--- src/rtl/pipelined_datapath_if.sv ---
// Op, external-write and result bundle between the decoder side and the datapath.
interface pipelined_datapath_if #(
  parameter int unsigned WIDTH = 8,
  parameter int unsigned NREGS = 8
);
  localparam int unsigned AW = $clog2(NREGS);

  logic             in_valid;
  logic [AW-1:0]    rs_a;
  logic [AW-1:0]    rs_b;
  logic [WIDTH-1:0] imm;
  logic             mux_sel;
  logic [2:0]       alu_sel;
  logic [AW-1:0]    rd;
  logic             wb_en;
  logic             ext_we;
  logic [AW-1:0]    ext_addr;
  logic [WIDTH-1:0] ext_data;
  logic             out_valid;
  logic [WIDTH-1:0] result;
  logic             carry_out;
  logic             zero;

  modport master (
    output in_valid, rs_a, rs_b, imm, mux_sel, alu_sel, rd, wb_en,
    output ext_we, ext_addr, ext_data,
    input  out_valid, result, carry_out, zero
  );

  modport slave (
    input  in_valid, rs_a, rs_b, imm, mux_sel, alu_sel, rd, wb_en,
    input  ext_we, ext_addr, ext_data,
    output out_valid, result, carry_out, zero
  );
endinterface

--- src/rtl/pipelined_datapath.sv ---
// Two-stage register-file + ALU datapath with S1->S0 forwarding and an external preload port.
module pipelined_datapath #(
  parameter int unsigned WIDTH = 8,
  parameter int unsigned NREGS = 8
) (
  input logic                 clk,
  input logic                 rst_n,
  pipelined_datapath_if.slave bus
);
  localparam int unsigned AW = $clog2(NREGS);

  typedef struct packed {
    logic             valid;
    logic [2:0]       alu_sel;
    logic [AW-1:0]    rd;
    logic             wb_en;
    logic [WIDTH-1:0] a;
    logic [WIDTH-1:0] b;
  } s1_t;

  s1_t              s1_q, s1_d;
  logic [WIDTH-1:0] regs_q [NREGS];
  logic [WIDTH-1:0] regs_d [NREGS];
  logic             out_valid_q, out_valid_d;
  logic [WIDTH-1:0] result_q, result_d;
  logic             carry_q, carry_d;
  logic             zero_q, zero_d;

  logic [WIDTH:0]   sum;
  logic [WIDTH-1:0] alu_res;
  logic             alu_carry;
  logic             fwd_a, fwd_b;
  logic [WIDTH-1:0] op_a, op_b;

  // S1 ALU on the captured operands
  always_comb begin
    sum       = {1'b0, s1_q.a} + {1'b0, s1_q.b};
    alu_res   = '0;
    alu_carry = 1'b0;
    case (s1_q.alu_sel)
      3'b000: begin
        alu_res   = sum[WIDTH-1:0];
        alu_carry = sum[WIDTH];
      end
      3'b001: begin
        alu_res   = s1_q.a - s1_q.b;
        alu_carry = (s1_q.a < s1_q.b);
      end
      3'b010: alu_res = s1_q.a & s1_q.b;
      3'b011: alu_res = s1_q.a | s1_q.b;
      3'b100: alu_res = s1_q.a ^ s1_q.b;
      3'b101: begin
        alu_res   = {s1_q.a[WIDTH-2:0], 1'b0};
        alu_carry = s1_q.a[WIDTH-1];
      end
      3'b110: begin
        alu_res   = {1'b0, s1_q.a[WIDTH-1:1]};
        alu_carry = s1_q.a[0];
      end
      default: alu_res = s1_q.b;
    endcase
  end

  // S0 operand fetch; the op retiring this cycle overrides the stale reg-file value
  always_comb begin
    fwd_a = s1_q.valid && s1_q.wb_en && (s1_q.rd == bus.rs_a);
    fwd_b = s1_q.valid && s1_q.wb_en && !bus.mux_sel && (s1_q.rd == bus.rs_b);
    op_a  = fwd_a ? alu_res : regs_q[bus.rs_a];
    if (bus.mux_sel)  op_b = bus.imm;
    else if (fwd_b)   op_b = alu_res;
    else              op_b = regs_q[bus.rs_b];
  end

  // Next-state: S1 capture, retirement outputs, reg-file writes (writeback after ext so it wins)
  always_comb begin
    s1_d        = s1_q;
    s1_d.valid  = bus.in_valid;
    if (bus.in_valid) begin
      s1_d.alu_sel = bus.alu_sel;
      s1_d.rd      = bus.rd;
      s1_d.wb_en   = bus.wb_en;
      s1_d.a       = op_a;
      s1_d.b       = op_b;
    end

    out_valid_d = s1_q.valid;
    result_d    = result_q;
    carry_d     = carry_q;
    zero_d      = zero_q;
    if (s1_q.valid) begin
      result_d = alu_res;
      carry_d  = alu_carry;
      zero_d   = (alu_res == '0);
    end

    regs_d = regs_q;
    if (bus.ext_we)              regs_d[bus.ext_addr] = bus.ext_data;
    if (s1_q.valid && s1_q.wb_en) regs_d[s1_q.rd]     = alu_res;
  end

  // State registers
  always_ff @(posedge clk or negedge rst_n) begin
    if (!rst_n) begin
      s1_q        <= '0;
      out_valid_q <= 1'b0;
      result_q    <= '0;
      carry_q     <= 1'b0;
      zero_q      <= 1'b0;
      for (int i = 0; i < int'(NREGS); i++) regs_q[i] <= '0;
    end else begin
      s1_q        <= s1_d;
      out_valid_q <= out_valid_d;
      result_q    <= result_d;
      carry_q     <= carry_d;
      zero_q      <= zero_d;
      regs_q      <= regs_d;
    end
  end

  assign bus.out_valid = out_valid_q;
  assign bus.result    = result_q;
  assign bus.carry_out = carry_q;
  assign bus.zero      = zero_q;
endmodule
--- src/flat_wrapper.sv ---
// flat-port wrapper written by rule: the top's interface ports become plain ports
module pipelined_datapath_flat 
#(
  parameter int unsigned WIDTH = 8,
  parameter int unsigned NREGS = 8
)
  (clk, rst_n, bus_in_valid, bus_rs_a, bus_rs_b, bus_imm, bus_mux_sel, bus_alu_sel, bus_rd, bus_wb_en, bus_ext_we, bus_ext_addr, bus_ext_data, bus_out_valid, bus_result, bus_carry_out, bus_zero);
  pipelined_datapath_if #(.WIDTH(WIDTH), .NREGS(NREGS)) bus_i ();
  input logic clk;
  input logic rst_n;
  input wire logic [$bits(bus_i.in_valid)-1:0] bus_in_valid;
  input wire logic [$bits(bus_i.rs_a)-1:0] bus_rs_a;
  input wire logic [$bits(bus_i.rs_b)-1:0] bus_rs_b;
  input wire logic [$bits(bus_i.imm)-1:0] bus_imm;
  input wire logic [$bits(bus_i.mux_sel)-1:0] bus_mux_sel;
  input wire logic [$bits(bus_i.alu_sel)-1:0] bus_alu_sel;
  input wire logic [$bits(bus_i.rd)-1:0] bus_rd;
  input wire logic [$bits(bus_i.wb_en)-1:0] bus_wb_en;
  input wire logic [$bits(bus_i.ext_we)-1:0] bus_ext_we;
  input wire logic [$bits(bus_i.ext_addr)-1:0] bus_ext_addr;
  input wire logic [$bits(bus_i.ext_data)-1:0] bus_ext_data;
  output wire logic [$bits(bus_i.out_valid)-1:0] bus_out_valid;
  output wire logic [$bits(bus_i.result)-1:0] bus_result;
  output wire logic [$bits(bus_i.carry_out)-1:0] bus_carry_out;
  output wire logic [$bits(bus_i.zero)-1:0] bus_zero;
  assign bus_i.in_valid = bus_in_valid;
  assign bus_i.rs_a = bus_rs_a;
  assign bus_i.rs_b = bus_rs_b;
  assign bus_i.imm = bus_imm;
  assign bus_i.mux_sel = bus_mux_sel;
  assign bus_i.alu_sel = bus_alu_sel;
  assign bus_i.rd = bus_rd;
  assign bus_i.wb_en = bus_wb_en;
  assign bus_i.ext_we = bus_ext_we;
  assign bus_i.ext_addr = bus_ext_addr;
  assign bus_i.ext_data = bus_ext_data;
  assign bus_out_valid = bus_i.out_valid;
  assign bus_result = bus_i.result;
  assign bus_carry_out = bus_i.carry_out;
  assign bus_zero = bus_i.zero;
  pipelined_datapath #(.WIDTH(WIDTH), .NREGS(NREGS)) u_core (.clk(clk), .rst_n(rst_n), .bus(bus_i));
endmodule
--- config.mk ---
export PLATFORM = sky130hd
export DESIGN_NAME = pipelined_datapath_flat
export DESIGN_NICKNAME = d
export VERILOG_FILES = /design/src/rtl/pipelined_datapath_if.sv /design/src/rtl/pipelined_datapath.sv /design/src/flat_wrapper.sv
export SDC_FILE = /design/constraint.sdc
export NUM_CORES = 1
export LEC_CHECK = 0
export ABC_CLOCK_PERIOD_IN_PS = 7600
export CORE_MARGIN = 3
export CORE_UTILIZATION = 25
export DETAILED_ROUTE_END_ITERATION = 16
export DONT_BUFFER_PORTS = 1
export GPL_TIMING_DRIVEN = 0
export PLACE_DENSITY = 0.47
export SLEW_MARGIN = 5
export SYNTH_ARGS = -nofsm -noshare
export SYNTH_HDL_FRONTEND = slang
export SYNTH_SLANG_ARGS = --single-unit
--- constraint.sdc ---
create_clock -name clk -period 7.6 [get_ports clk]
set_input_delay 1.52 -clock clk [delete_from_list [all_inputs] [get_ports clk]]
set_output_delay 1.52 -clock clk [all_outputs]
set_load 0.005 [all_outputs]
==> impl_metrics.prom, run 1 <==
# TYPE chip_impl_metric gauge
chip_impl_info{name="status",value="completed"} 1
chip_impl_metric{name="critical_path_cell_count",unit=""} 8
chip_impl_metric{name="cts-htree-levels",unit=""} 3
chip_impl_metric{name="cts_setup_buffers",unit=""} 0
chip_impl_metric{name="worst_r2r_path_depth",unit=""} 12
chip_impl_metric{name="cpPeakStageDelay",unit="ns"} 0.58
chip_impl_metric{name="via_count_of_the_first_global_routing_pass",unit=""} 5598
chip_impl_info{name="crit_start",value="bus_rs_b[0]"} 1
chip_impl_info{name="mostFrequentLayoutCell",value="sky130_fd_sc_hd__dfrtp_1"} 1
chip_impl_metric{name="final_period_minus_worst_setup_slack",unit="ns"} 3.12
chip_impl_metric{name="cts.sink_count",unit=""} 99
chip_impl_metric{name="ff2ff_setup_slack",unit="ns"} 4.52
chip_impl_info{name="hp-class",value="flop to flop"} 1
chip_impl_metric{name="cts_made_buffers",unit=""} 9
chip_impl_info{name="timing.critical_path.slowest_stage_cell",value="sky130_fd_sc_hd__mux4_2"} 1
chip_impl_metric{name="path_buf_inv",unit=""} 2
chip_impl_metric{name="fmax",unit="MHz"} 321
chip_impl_info{name="most_instantiated_flip_flop_cell_in_the_synthesis_netlist",value="sky130_fd_sc_hd__dfrtp_1"} 1
chip_impl_metric{name="netlist_instances",unit=""} 729
chip_impl_metric{name="worst_clock_skew",unit="ns"} 0.0106
chip_impl_info{name="path_class",value="primary input to flop"} 1
chip_impl_metric{name="share_of_the_yosys_chip_area_belonging_to_registers",unit="%"} 35.0
chip_impl_metric{name="timing_worst_slew_pin_value",unit="ns"} 0.825
chip_impl_metric{name="drive_above_1_share",unit="%"} 17.7
chip_impl_metric{name="buffer_ports.inserted",unit=""} 0
chip_impl_metric{name="synth_nets",unit=""} 792
chip_impl_metric{name="initial_utilization",unit="%"} 25.9
chip_impl_metric{name="grt_start_max_net_pins",unit=""} 100
chip_impl_metric{name="cp_data_arrival_time",unit="ns"} 3.38
chip_impl_metric{name="synth.distinct_cells",unit=""} 70
chip_impl_metric{name="max-cap-violations",unit=""} 0
chip_impl_metric{name="final-hold-violation-count",unit=""} 0
chip_impl_metric{name="wirelength",unit="um"} 22000
chip_impl_metric{name="max_slew_margin",unit="%"} 44.7
chip_impl_metric{name="placedCellCount",unit=""} 1101
chip_impl_metric{name="die_extent_in_y",unit="um"} 174
chip_impl_metric{name="antenna_diode_count",unit=""} 0
chip_impl_metric{name="dp.final_hpwl",unit="um"} 16700
chip_impl_metric{name="edff_count_synth",unit=""} 0
chip_impl_metric{name="detail_route.vias_per_cell",unit=""} 5.02
chip_impl_metric{name="route.vias.total",unit=""} 5603
chip_impl_metric{name="globalRoute.totalOverflow",unit=""} 0
chip_impl_metric{name="antenna_found_initial",unit=""} 2
chip_impl_metric{name="critical_path_peak_fanout",unit=""} 10
chip_impl_metric{name="final_max_slew_viol_count",unit=""} 0
chip_impl_metric{name="post_synth_instance_area",unit="sq um"} 7090
chip_impl_metric{name="ir_drop",unit="uV"} 135
chip_impl_metric{name="global_route.usage.total",unit="%"} 14.6
chip_impl_metric{name="period_share",unit="%"} 41.0
chip_impl_metric{name="insertion_delay",unit="ns"} 0.36
chip_impl_metric{name="dieArea",unit="sq um"} 30400
chip_impl_metric{name="synth_warnings",unit=""} 0
chip_impl_info{name="worstSetupEndpointType",value="flop"} 1
chip_impl_info{name="setup.worst_path.end",value="u_core.s1_q[3]$_DFFE_PN0P_"} 1
chip_impl_metric{name="design.final.nets",unit=""} 803
chip_impl_metric{name="placeable_core_region",unit="sq um"} 27400
chip_impl_info{name="largest_delay_share_family_worst_path",value="multiplexers"} 1
chip_impl_info{name="critical_path.reg2reg.endpoint",value="u_core.s1_q[12]$_DFFE_PN0P_"} 1
chip_impl_info{name="cp_cell_sequence",value="buf_2, buf_2, mux4_2, mux2i_1, nor2_1, a21oi_1, o211ai_1, o21a_1"} 1
chip_impl_metric{name="globalplace.congestion",unit=""} 0.846
chip_impl_metric{name="post_layout_nonfiller_instances",unit=""} 1116
chip_impl_info{name="critPathMostFrequentCell",value="sky130_fd_sc_hd__buf_2"} 1
chip_impl_metric{name="hold_depth",unit=""} 1
chip_impl_metric{name="hold_buf_count_cts",unit=""} 0
chip_impl_metric{name="io-pin-count",unit=""} 48
chip_impl_metric{name="hold_slack",unit="ns"} 0.546
chip_impl_metric{name="grt_pass1_wl",unit="um"} 34500
chip_impl_metric{name="ant_nets",unit=""} 0
chip_impl_info{name="grt_setup_unrepaired",value="no"} 1
chip_impl_info{name="final_cell_mix",value="99 x sky130_fd_sc_hd__dfrtp_1, 68 x sky130_fd_sc_hd__nand2_1, 65 x sky130_fd_sc_hd__a21oi_1, 56 x sky130_fd_sc_hd__o21ai_0, 54 x sky130_fd_sc_hd__nor2_1"} 1
chip_impl_metric{name="synth.ff_latch_count",unit=""} 99
chip_impl_metric{name="detailedRoute.firstIterationViolations",unit=""} 422
chip_impl_metric{name="crit_required",unit="ns"} 7.86
chip_impl_metric{name="synth.avg_cell_area",unit="sq um"} 9.72
chip_impl_metric{name="finalSetupTns",unit="ns"} 0
chip_impl_info{name="startpoint_type",value="primary input"} 1
chip_impl_info{name="crit-reg2reg-launch",value="u_core.s1_q[8]$_DFFE_PN0P_"} 1
chip_impl_info{name="cts.root.buffer_cell",value="sky130_fd_sc_hd__clkbuf_16"} 1
chip_impl_metric{name="powerDensity",unit="nW/um^2"} 312
chip_impl_metric{name="synth-async-reset-ratio",unit="%"} 100
chip_impl_metric{name="drc",unit=""} 0
chip_impl_metric{name="setup_viol",unit=""} 0
chip_impl_metric{name="cts-resized-gates",unit=""} 0
chip_impl_metric{name="route.detailed.wl_per_inst",unit="um"} 19.7
chip_impl_metric{name="leakage_power",unit="nW"} 3.26
chip_impl_metric{name="fp-row-count",unit=""} 60
chip_impl_info{name="tritoncts",value="built"} 1
chip_impl_metric{name="clkSlewWorstSetupHoldPaths",unit="ns"} 0.08
chip_impl_metric{name="flow.area_growth_from_synthesis",unit="%"} 11.3
chip_impl_metric{name="drt-pass1-iter-count",unit=""} 5
chip_impl_metric{name="cts-root-to-sink-buffers",unit=""} 2
chip_impl_metric{name="die_w",unit="um"} 174
## synth_stat cells (6+ instances only)
cell	n	area (sq um)
sky130_fd_sc_hd__ha_1	24	300
sky130_fd_sc_hd__nor2_1	54	203
sky130_fd_sc_hd__dfrtp_1	99	2480
sky130_fd_sc_hd__o21ai_1	9	45.0
sky130_fd_sc_hd__buf_2	18	90.1
sky130_fd_sc_hd__a21oi_1	65	325
sky130_fd_sc_hd__clkbuf_1	30	113
sky130_fd_sc_hd__inv_1	33	124
sky130_fd_sc_hd__mux2i_1	50	500
sky130_fd_sc_hd__a211oi_1	9	67.6
sky130_fd_sc_hd__mux4_2	33	743
sky130_fd_sc_hd__nand2_1	68	255
sky130_fd_sc_hd__o21ai_0	56	280
sky130_fd_sc_hd__buf_1	6	22.5
sky130_fd_sc_hd__mux2_2	44	495
sky130_fd_sc_hd__nor3b_1	6	45.0
sky130_fd_sc_hd__nand3_1	13	65.1
sky130_fd_sc_hd__nor2b_1	9	56.3
## power by group
group / leakage [nW] / total [W] / switching, W / internal [W]
logic: 1.94 / 0.00105 / 0.000556 / 0.000492
clock network: 0.166 / 0.000553 / 0.000231 / 0.000323
registers: 1.15 / 0.000861 / 0.000152 / 0.000709
total: 3.26 / 0.00246 / 0.000939 / 0.00152
## flip-flops by register name, indices dropped and copies added (netlist names)
signal and flops:
u_core.regs_q 64, u_core.bus.out_valid 1, u_core.bus.zero 1, u_core.out_valid_d 1
u_core.s1_q 23, u_core.bus.result 8, u_core.bus.carry_out 1
## layer usage
layer	vias up	part of all wire [%]	global-route usage (%)
met5	-	0.045	0
met2	139	49	24.7
met3	34	3.6	2.36
li1	2670	-	-
met4	2	2.3	4.16
met1	2758	45	19.4
## worst min-delay path by stage
stage | startpoint | endpoint
2_1_floorplan | u_core.out_valid_d$_DFF_PN0_ | u_core.bus.out_valid$_DFF_PN0_
5_1_grt | u_core.s1_q[16]$_DFFE_PN0P_ | u_core.s1_q[16]$_DFFE_PN0P_
3_5_place_dp | u_core.s1_q[16]$_DFFE_PN0P_ | u_core.s1_q[16]$_DFFE_PN0P_
3_3_place_gp | u_core.s1_q[16]$_DFFE_PN0P_ | u_core.s1_q[16]$_DFFE_PN0P_
6_report | u_core.s1_q[16]$_DFFE_PN0P_ | u_core.s1_q[16]$_DFFE_PN0P_
4_1_cts | u_core.s1_q[16]$_DFFE_PN0P_ | u_core.s1_q[16]$_DFFE_PN0P_
## area by class of cell
| type | instances | area [sq um] |
|---|---|---|
| inverters | 34 | 128 |
| plain buffers | 61 | 287 |
| well taps | 372 | 465 |
| clock inverters | 6 | 113 |
| multi-input cells | 535 | 4190 |
| fillers | 2900 | 19500 |
| flip-flops and latches | 99 | 2480 |
| clock buffers | 9 | 225 |
## cell families (layout without fill, tap and decap cells)
kind of cell / after synthesis / count (layout) / share of synthesized area (%)
adders and majority gates: 26 / 26 / 4.80
buffers and inverters: 95 / 110 / 5.84
AOI/OAI and AO/OA: 193 / 193 / 16.8
DFF: 99 / 99 / 35.0
xor gates and xnor gates: 6 / 6 / 0.742
and+or+nand+nor: 181 / 181 / 11.9
muxes: 129 / 129 / 25.0
## stage by stage
step / total power, W / cell area, sq um / utilization (%) / setup slack (ns)
final: 0.00246 / 7890 / 28.8 / 4.48
after global routing: 0.00263 / 7890 / 28.8 / 4.29
after CTS: 0.00246 / 7890 / 28.8 / 4.42
after floorplan: 0.00163 / 7090 / - / 4.41
after global placement: 0.00190 / 7550 / 27.6 / 4.03
after detailed placement: 0.00191 / 7550 / 27.6 / 4.03
Power figures use the tool's default switching activity.
==> run 2: changes to the inputs <==
- ABC_CLOCK_PERIOD_IN_PS: 7600 -> 3160
- clock period: 7.6 -> 3.16 ns (I/O delays scaled with it)
==> run 2 against run 1 <==
Net effect:
- setup slack worse by 4.3 ns
- sequential cell count unchanged
- sequential power grew 140%
- largest power group unchanged
==> impl_metrics.prom, run 2 (synthesized netlist as in run 1, its figures left out) <==
# TYPE chip_impl_metric gauge
chip_impl_metric{name="antenna_found_initial",unit=""} 2
chip_impl_info{name="final_cell_mix",value="99 x sky130_fd_sc_hd__dfrtp_1, 68 x sky130_fd_sc_hd__nand2_1, 65 x sky130_fd_sc_hd__a21oi_1, 56 x sky130_fd_sc_hd__o21ai_0, 54 x sky130_fd_sc_hd__nor2_1"} 1
chip_impl_metric{name="crit_required",unit="ns"} 3.39
chip_impl_metric{name="globalplace.congestion",unit=""} 0.846
chip_impl_metric{name="detail_route.vias_per_cell",unit=""} 4.99
chip_impl_metric{name="route.vias.total",unit=""} 5578
chip_impl_metric{name="cp_data_arrival_time",unit="ns"} 3.20
chip_impl_metric{name="powerDensity",unit="nW/um^2"} 752
chip_impl_metric{name="die_w",unit="um"} 174
chip_impl_info{name="status",value="completed"} 1
chip_impl_metric{name="ant_nets",unit=""} 0
chip_impl_metric{name="cts.sink_count",unit=""} 99
chip_impl_metric{name="worst_r2r_path_depth",unit=""} 12
chip_impl_metric{name="grt_use_met2",unit="%"} 24.7
chip_impl_metric{name="ir_drop",unit="uV"} 328
chip_impl_metric{name="final-hold-violation-count",unit=""} 0
chip_impl_metric{name="global_route.usage.total",unit="%"} 14.6
chip_impl_metric{name="cts-root-to-sink-buffers",unit=""} 2
chip_impl_metric{name="antenna_diode_count",unit=""} 0
chip_impl_metric{name="dp.final_hpwl",unit="um"} 16700
chip_impl_metric{name="io-pin-count",unit=""} 48
chip_impl_metric{name="largest_register_ff_count",unit=""} 64
chip_impl_metric{name="post_layout_nonfiller_instances",unit=""} 1117
chip_impl_metric{name="drt-pass1-iter-count",unit=""} 5
chip_impl_info{name="hp-class",value="primary input to async pin"} 1
chip_impl_metric{name="initial_utilization",unit="%"} 25.9
chip_impl_metric{name="drive_above_1_share",unit="%"} 18.3
chip_impl_info{name="grt_setup_unrepaired",value="no"} 1
chip_impl_info{name="register_name_with_the_most_flops",value="u_core.regs_q"} 1
chip_impl_metric{name="dp_worst_setup_slack",unit="ns"} 0.148
chip_impl_info{name="grt_most_used_layer",value="met2"} 1
chip_impl_metric{name="globalRoute.totalOverflow",unit=""} 0
chip_impl_metric{name="ff2ff_setup_slack",unit="ns"} 0.19
chip_impl_metric{name="critical_path_peak_fanout",unit=""} 10
chip_impl_metric{name="fp-row-count",unit=""} 60
chip_impl_metric{name="power",unit="W"} 0.00596
chip_impl_metric{name="die_extent_in_y",unit="um"} 174
chip_impl_metric{name="detailedRoute.firstIterationViolations",unit=""} 399
chip_impl_metric{name="via_count_of_the_first_global_routing_pass",unit=""} 5606
chip_impl_metric{name="worst_slack",unit="ns"} 0.186
chip_impl_metric{name="leakage_power",unit="nW"} 3.28
chip_impl_metric{name="dieArea",unit="sq um"} 30400
chip_impl_info{name="cts.root.buffer_cell",value="sky130_fd_sc_hd__clkbuf_16"} 1
chip_impl_metric{name="globalRouteMet1Util",unit="%"} 19.5
chip_impl_metric{name="placeable_core_region",unit="sq um"} 27400
chip_impl_metric{name="grtUsageMet3",unit="%"} 2.34
chip_impl_info{name="startpoint_type",value="flop"} 1
chip_impl_metric{name="max_slew_margin",unit="%"} 44.8
chip_impl_metric{name="insertion_delay",unit="ns"} 0.36
chip_impl_metric{name="route.detailed.wl_per_inst",unit="um"} 19.7
chip_impl_metric{name="drc",unit=""} 0
chip_impl_metric{name="design.final.nets",unit=""} 804
chip_impl_metric{name="final_period_minus_worst_setup_slack",unit="ns"} 2.97
chip_impl_metric{name="flow.area_growth_from_synthesis",unit="%"} 11.9
chip_impl_metric{name="finalCoreUtilization",unit="%"} 28.9
chip_impl_metric{name="clkSlewWorstSetupHoldPaths",unit="ns"} 0.08
chip_impl_metric{name="final_max_slew_viol_count",unit=""} 0
chip_impl_metric{name="period_share",unit="%"} 94.1
chip_impl_metric{name="placedCellCount",unit=""} 1101
chip_impl_metric{name="buffer_ports.inserted",unit=""} 0
chip_impl_info{name="mostFrequentLayoutCell",value="sky130_fd_sc_hd__dfrtp_1"} 1
chip_impl_info{name="critical_path.reg2reg.endpoint",value="u_core.s1_q[12]$_DFFE_PN0P_"} 1
chip_impl_metric{name="cts-htree-levels",unit=""} 3
chip_impl_info{name="path_class",value="flop to flop"} 1
chip_impl_metric{name="finalSetupTns",unit="ns"} 0
chip_impl_metric{name="setup_viol",unit=""} 0
chip_impl_metric{name="fmax",unit="MHz"} 336
chip_impl_metric{name="worst_clock_skew",unit="ns"} 0.0105
chip_impl_metric{name="grt_start_max_net_pins",unit=""} 100
chip_impl_metric{name="timing_worst_slew_pin_value",unit="ns"} 0.824
chip_impl_metric{name="cts_made_buffers",unit=""} 9
chip_impl_metric{name="max-cap-violations",unit=""} 0
chip_impl_info{name="worstSetupEndpointType",value="flop"} 1
chip_impl_info{name="tritoncts",value="built"} 1
chip_impl_metric{name="wirelength",unit="um"} 22000
chip_impl_metric{name="grt_pass1_wl",unit="um"} 34500
chip_impl_info{name="crit-reg2reg-launch",value="u_core.s1_q[8]$_DFFE_PN0P_"} 1
## run 2: metrics by stage
step | area (sq um) | hold slack, ns
floorplan | 7090 | 0.336
global placement | 7550 | 0.343
detailed placement | 7550 | 0.341
CTS | 7920 | 0.237
global route | 7930 | 0.224
finish | 7930 | 0.148
## run 2: per-layer routing
metal,vias up,routed length (um)
met5,-,10
met4,2,543
met3,36,848
met2,137,10700
met1,2736,9840
li1,2667,-
## run 2: what timing repair did
| item | in CTS | in global routing |
|---|---|---|
| buffers inserted | 0 | 0 |
| hold buffers | 1 | 0 |
| hold endpoints to repair | 99 | 0 |
| resized for setup | 0 | 5 |
| endpoints found under the setup margin | 0 | 12 |
## run 2: where the power goes
part	leakage [nW]	switching, W	total, W	internal, W
clock network	0.166	0.000556	0.00133	0.000776
logic	1.96	0.00137	0.00256	0.00119
registers	1.15	0.000366	0.00207	0.00171
## run 2: area by class of cell
cell class / instances / area [sq um]
timing repair buffer: 1 / 27.5
buffer: 61 / 290
fill: 2897 / 19500
tap: 372 / 465
sequential: 99 / 2480
multi-input combinational: 535 / 4200
clock inverter: 6 / 113
clock buffer: 9 / 225
inverter: 34 / 128
## run 2: worst max-delay path by stage
stage | from | slack [ns] | depth (start not counted) | to
2_1_floorplan | u_core.s1_q[8]$_DFFE_PN0P_ | 0.73 | 12 | u_core.s1_q[14]$_DFFE_PN0P_
3_3_place_gp | u_core.s1_q[8]$_DFFE_PN0P_ | 0.11 | 12 | u_core.s1_q[12]$_DFFE_PN0P_
3_5_place_dp | u_core.s1_q[8]$_DFFE_PN0P_ | 0.15 | 12 | u_core.s1_q[12]$_DFFE_PN0P_
4_1_cts | u_core.s1_q[8]$_DFFE_PN0P_ | 0.13 | 12 | u_core.s1_q[12]$_DFFE_PN0P_
5_1_grt | u_core.s1_q[9]$_DFFE_PN0P_ | 0.01 | 10 | u_core.s1_q[15]$_DFFE_PN0P_
6_report | u_core.s1_q[8]$_DFFE_PN0P_ | 0.19 | 12 | u_core.s1_q[12]$_DFFE_PN0P_
## run 2: critical path, stage by stage, from the launching register on
cell                       delay, ns
sky130_fd_sc_hd__dfrtp_1        0.43
sky130_fd_sc_hd__inv_1          0.13
sky130_fd_sc_hd__ha_1           0.21
sky130_fd_sc_hd__inv_1          0.06
sky130_fd_sc_hd__fa_1           0.41
sky130_fd_sc_hd__nor3b_1        0.17
sky130_fd_sc_hd__a211oi_2       0.28
sky130_fd_sc_hd__nor4b_1        0.09
sky130_fd_sc_hd__a311o_1        0.29
sky130_fd_sc_hd__o21ai_2        0.24
sky130_fd_sc_hd__clkbuf_4       0.28
sky130_fd_sc_hd__mux2_2         0.19
sky130_fd_sc_hd__mux2i_1        0.06
==> run 3: changes to the inputs <==
- MAX_ROUTING_LAYER: not set -> met4
==> run 3 against run 2 <==
Net effect:
- via count grew 0.82%
- sequential share of layout area is essentially flat
- utilization is essentially flat
- first-iteration DRC count grew 3.5%
- non-clock buffer count is the same
- cell count is essentially flat
- clock skew grew 0.0015 ns
- sequential power is essentially flat
- critical path depth is the same
- worst hold slack gained 0.061 ns
- critical endpoint unchanged
- largest power group unchanged
- highest routed layer is now met4
==> impl_metrics.prom, run 3 (synthesized netlist as in run 1, its figures left out) <==
# TYPE chip_impl_metric gauge
chip_impl_metric{name="final_period_minus_worst_setup_slack",unit="ns"} 2.96
chip_impl_metric{name="powerDensity",unit="nW/um^2"} 751
chip_impl_metric{name="drc",unit=""} 0
chip_impl_info{name="hp-class",value="primary input to async pin"} 1
chip_impl_metric{name="route.vias.total",unit=""} 5624
chip_impl_info{name="worstSetupEndpointType",value="flop"} 1
chip_impl_metric{name="final_max_slew_viol_count",unit=""} 0
chip_impl_metric{name="globalplace.congestion",unit=""} 0.859
chip_impl_metric{name="setup_viol",unit=""} 0
chip_impl_info{name="grt_setup_unrepaired",value="no"} 1
chip_impl_info{name="final_cell_mix",value="99 x sky130_fd_sc_hd__dfrtp_1, 68 x sky130_fd_sc_hd__nand2_1, 65 x sky130_fd_sc_hd__a21oi_1, 56 x sky130_fd_sc_hd__o21ai_0, 54 x sky130_fd_sc_hd__nor2_1"} 1
chip_impl_metric{name="design.final.nets",unit=""} 804
chip_impl_metric{name="cts-htree-levels",unit=""} 3
chip_impl_metric{name="critical_path_peak_fanout",unit=""} 10
chip_impl_info{name="mostFrequentLayoutCell",value="sky130_fd_sc_hd__dfrtp_1"} 1
chip_impl_metric{name="crit_required",unit="ns"} 3.39
chip_impl_metric{name="ir_drop",unit="uV"} 322
chip_impl_info{name="cts.root.buffer_cell",value="sky130_fd_sc_hd__clkbuf_16"} 1
chip_impl_info{name="status",value="completed"} 1
chip_impl_metric{name="cp_data_arrival_time",unit="ns"} 3.19
chip_impl_metric{name="dieArea",unit="sq um"} 30400
chip_impl_metric{name="period_share",unit="%"} 93.7
chip_impl_metric{name="antenna_found_initial",unit=""} 2
chip_impl_metric{name="fp-row-count",unit=""} 60
chip_impl_metric{name="clkSlewWorstSetupHoldPaths",unit="ns"} 0.08
chip_impl_metric{name="wirelength",unit="um"} 22000
chip_impl_metric{name="max_slew_margin",unit="%"} 44.9
chip_impl_metric{name="grt_start_max_net_pins",unit=""} 100
chip_impl_metric{name="buffer_ports.inserted",unit=""} 0
chip_impl_metric{name="detailedRoute.firstIterationViolations",unit=""} 413
chip_impl_metric{name="detail_route.vias_per_cell",unit=""} 5.03
chip_impl_metric{name="finalSetupTns",unit="ns"} 0
chip_impl_info{name="register_name_with_the_most_flops",value="u_core.regs_q"} 1
chip_impl_metric{name="global_route.usage.total",unit="%"} 15.0
chip_impl_metric{name="die_w",unit="um"} 174
chip_impl_metric{name="cts-root-to-sink-buffers",unit=""} 2
chip_impl_metric{name="fmax",unit="MHz"} 338
chip_impl_metric{name="worst_clock_skew",unit="ns"} 0.0120
chip_impl_metric{name="cts_made_buffers",unit=""} 9
chip_impl_metric{name="drt-pass1-iter-count",unit=""} 5
chip_impl_metric{name="globalRoute.totalOverflow",unit=""} 0
chip_impl_metric{name="final-hold-violation-count",unit=""} 0
chip_impl_metric{name="final_design_area_no_fill",unit="sq um"} 7930
chip_impl_metric{name="dpl-instance-area",unit="sq um"} 7550
chip_impl_metric{name="ant_nets",unit=""} 0
chip_impl_metric{name="insertion_delay",unit="ns"} 0.36
chip_impl_metric{name="via_count_of_the_first_global_routing_pass",unit=""} 5612
chip_impl_info{name="tritoncts",value="built"} 1
chip_impl_metric{name="placeable_core_region",unit="sq um"} 27400
chip_impl_metric{name="dp.final_hpwl",unit="um"} 16700
chip_impl_metric{name="io-pin-count",unit=""} 48
chip_impl_metric{name="route.detailed.wl_per_inst",unit="um"} 19.6
chip_impl_metric{name="cts_setup_buffers",unit=""} 0
chip_impl_metric{name="dp_worst_setup_slack",unit="ns"} 0.148
chip_impl_metric{name="cts.sink_count",unit=""} 99
chip_impl_metric{name="worst_r2r_path_depth",unit=""} 12
chip_impl_metric{name="largest_register_ff_count",unit=""} 64
chip_impl_metric{name="initial_utilization",unit="%"} 25.9
chip_impl_metric{name="die_extent_in_y",unit="um"} 174
chip_impl_info{name="startpoint_type",value="flop"} 1
chip_impl_metric{name="leakage_power",unit="nW"} 3.28
chip_impl_metric{name="worst_slack",unit="ns"} 0.198
chip_impl_info{name="path_class",value="flop to flop"} 1
chip_impl_metric{name="grt_pass1_wl",unit="um"} 34400
chip_impl_metric{name="drive_above_1_share",unit="%"} 18.3
chip_impl_metric{name="timing_worst_slew_pin_value",unit="ns"} 0.822
chip_impl_metric{name="flow.area_growth_from_synthesis",unit="%"} 12.0
chip_impl_metric{name="max-cap-violations",unit=""} 0
==> run 3: cell count changes in the layout (fill, tap and decap cells not counted) <==
cell	delta
sky130_fd_sc_hd__diode_2	+1
==> run 3: layout make-up <==
| class | instances | area (sq um) |
|---|---|---|
| Antenna cell | 1 | 2.50 |
| Buffer | 61 | 290 |
| Clock buffer | 9 | 225 |
| Clock inverter | 6 | 113 |
| Fill cell | 2896 | 19500 |
| Inverter | 34 | 128 |
| Multi-Input combinational cell | 535 | 4200 |
| Sequential cell | 99 | 2480 |
| Tap cell | 372 | 465 |
| Timing Repair Buffer | 1 | 27.5 |
==> run 3: worst paths after layout <==
kind                                        startpoint                            to  slack [ns]
setup / recovery            u_core.s1_q[8]$_DFFE_PN0P_   u_core.s1_q[12]$_DFFE_PN0P_        0.20
hold / removal                                   rst_n   u_core.regs_q[37]$_DFF_PN0_        0.21
setup reg to reg            u_core.s1_q[8]$_DFFE_PN0P_   u_core.s1_q[12]$_DFFE_PN0P_        0.20
hold reg to reg            u_core.s1_q[16]$_DFFE_PN0P_   u_core.s1_q[16]$_DFFE_PN0P_        0.54
max in group asynchronous                        rst_n   u_core.s1_q[18]$_DFFE_PN0P_        2.53
min in group clk                          bus_in_valid  u_core.out_valid_d$_DFF_PN0_        0.30
==> run 3: power breakdown <==
part           leakage [nW]  switching (W)  internal [W]
sequential             1.15       0.000367       0.00171
clock                 0.166       0.000543      0.000776
combinational          1.96        0.00137       0.00119
==> run 3: what timing repair did <==
item,4_1_cts,5_1_grt
resized for setup,0,5
hold buffers,1,0
hold endpoints to repair,99,0
endpoints found under the setup margin,0,12
==> run 3: metrics by stage <==
step / utilization, % / total power [W] / hold WS, ns / cells
2_1_floorplan: - / 0.00392 / 0.336 / 729
3_3_place_gp: 27.6 / 0.00458 / 0.343 / 1101
3_5_place_dp: 27.6 / 0.00459 / 0.341 / 1101
4_1_cts: 28.9 / 0.00596 / 0.237 / 1117
5_1_grt: 28.9 / 0.00637 / 0.238 / 1118
6_report: 28.9 / 0.00596 / 0.209 / 1118
==> run 3: layer usage <==
layer	routed length [um]	vias to the layer above	part of all wire, %	track usage [%]
li1	-	2678	-	-
met1	9810	2783	45	19.3
met2	10800	135	49	24.7
met3	907	28	4.1	2.29
met4	482	0	2.2	4.19
met5	0	-	0	-
==> run 3: critical path: stages (launching register included) <==
cell                       delay, ns
sky130_fd_sc_hd__dfrtp_1        0.43
sky130_fd_sc_hd__inv_1          0.13
sky130_fd_sc_hd__ha_1           0.21
sky130_fd_sc_hd__inv_1          0.06
sky130_fd_sc_hd__fa_1           0.41
sky130_fd_sc_hd__nor3b_1        0.17
sky130_fd_sc_hd__a211oi_2       0.28
sky130_fd_sc_hd__nor4b_1        0.09
sky130_fd_sc_hd__a311o_1        0.29
sky130_fd_sc_hd__o21ai_2        0.24
sky130_fd_sc_hd__clkbuf_4       0.27
sky130_fd_sc_hd__mux2_2         0.19
sky130_fd_sc_hd__mux2i_1        0.06
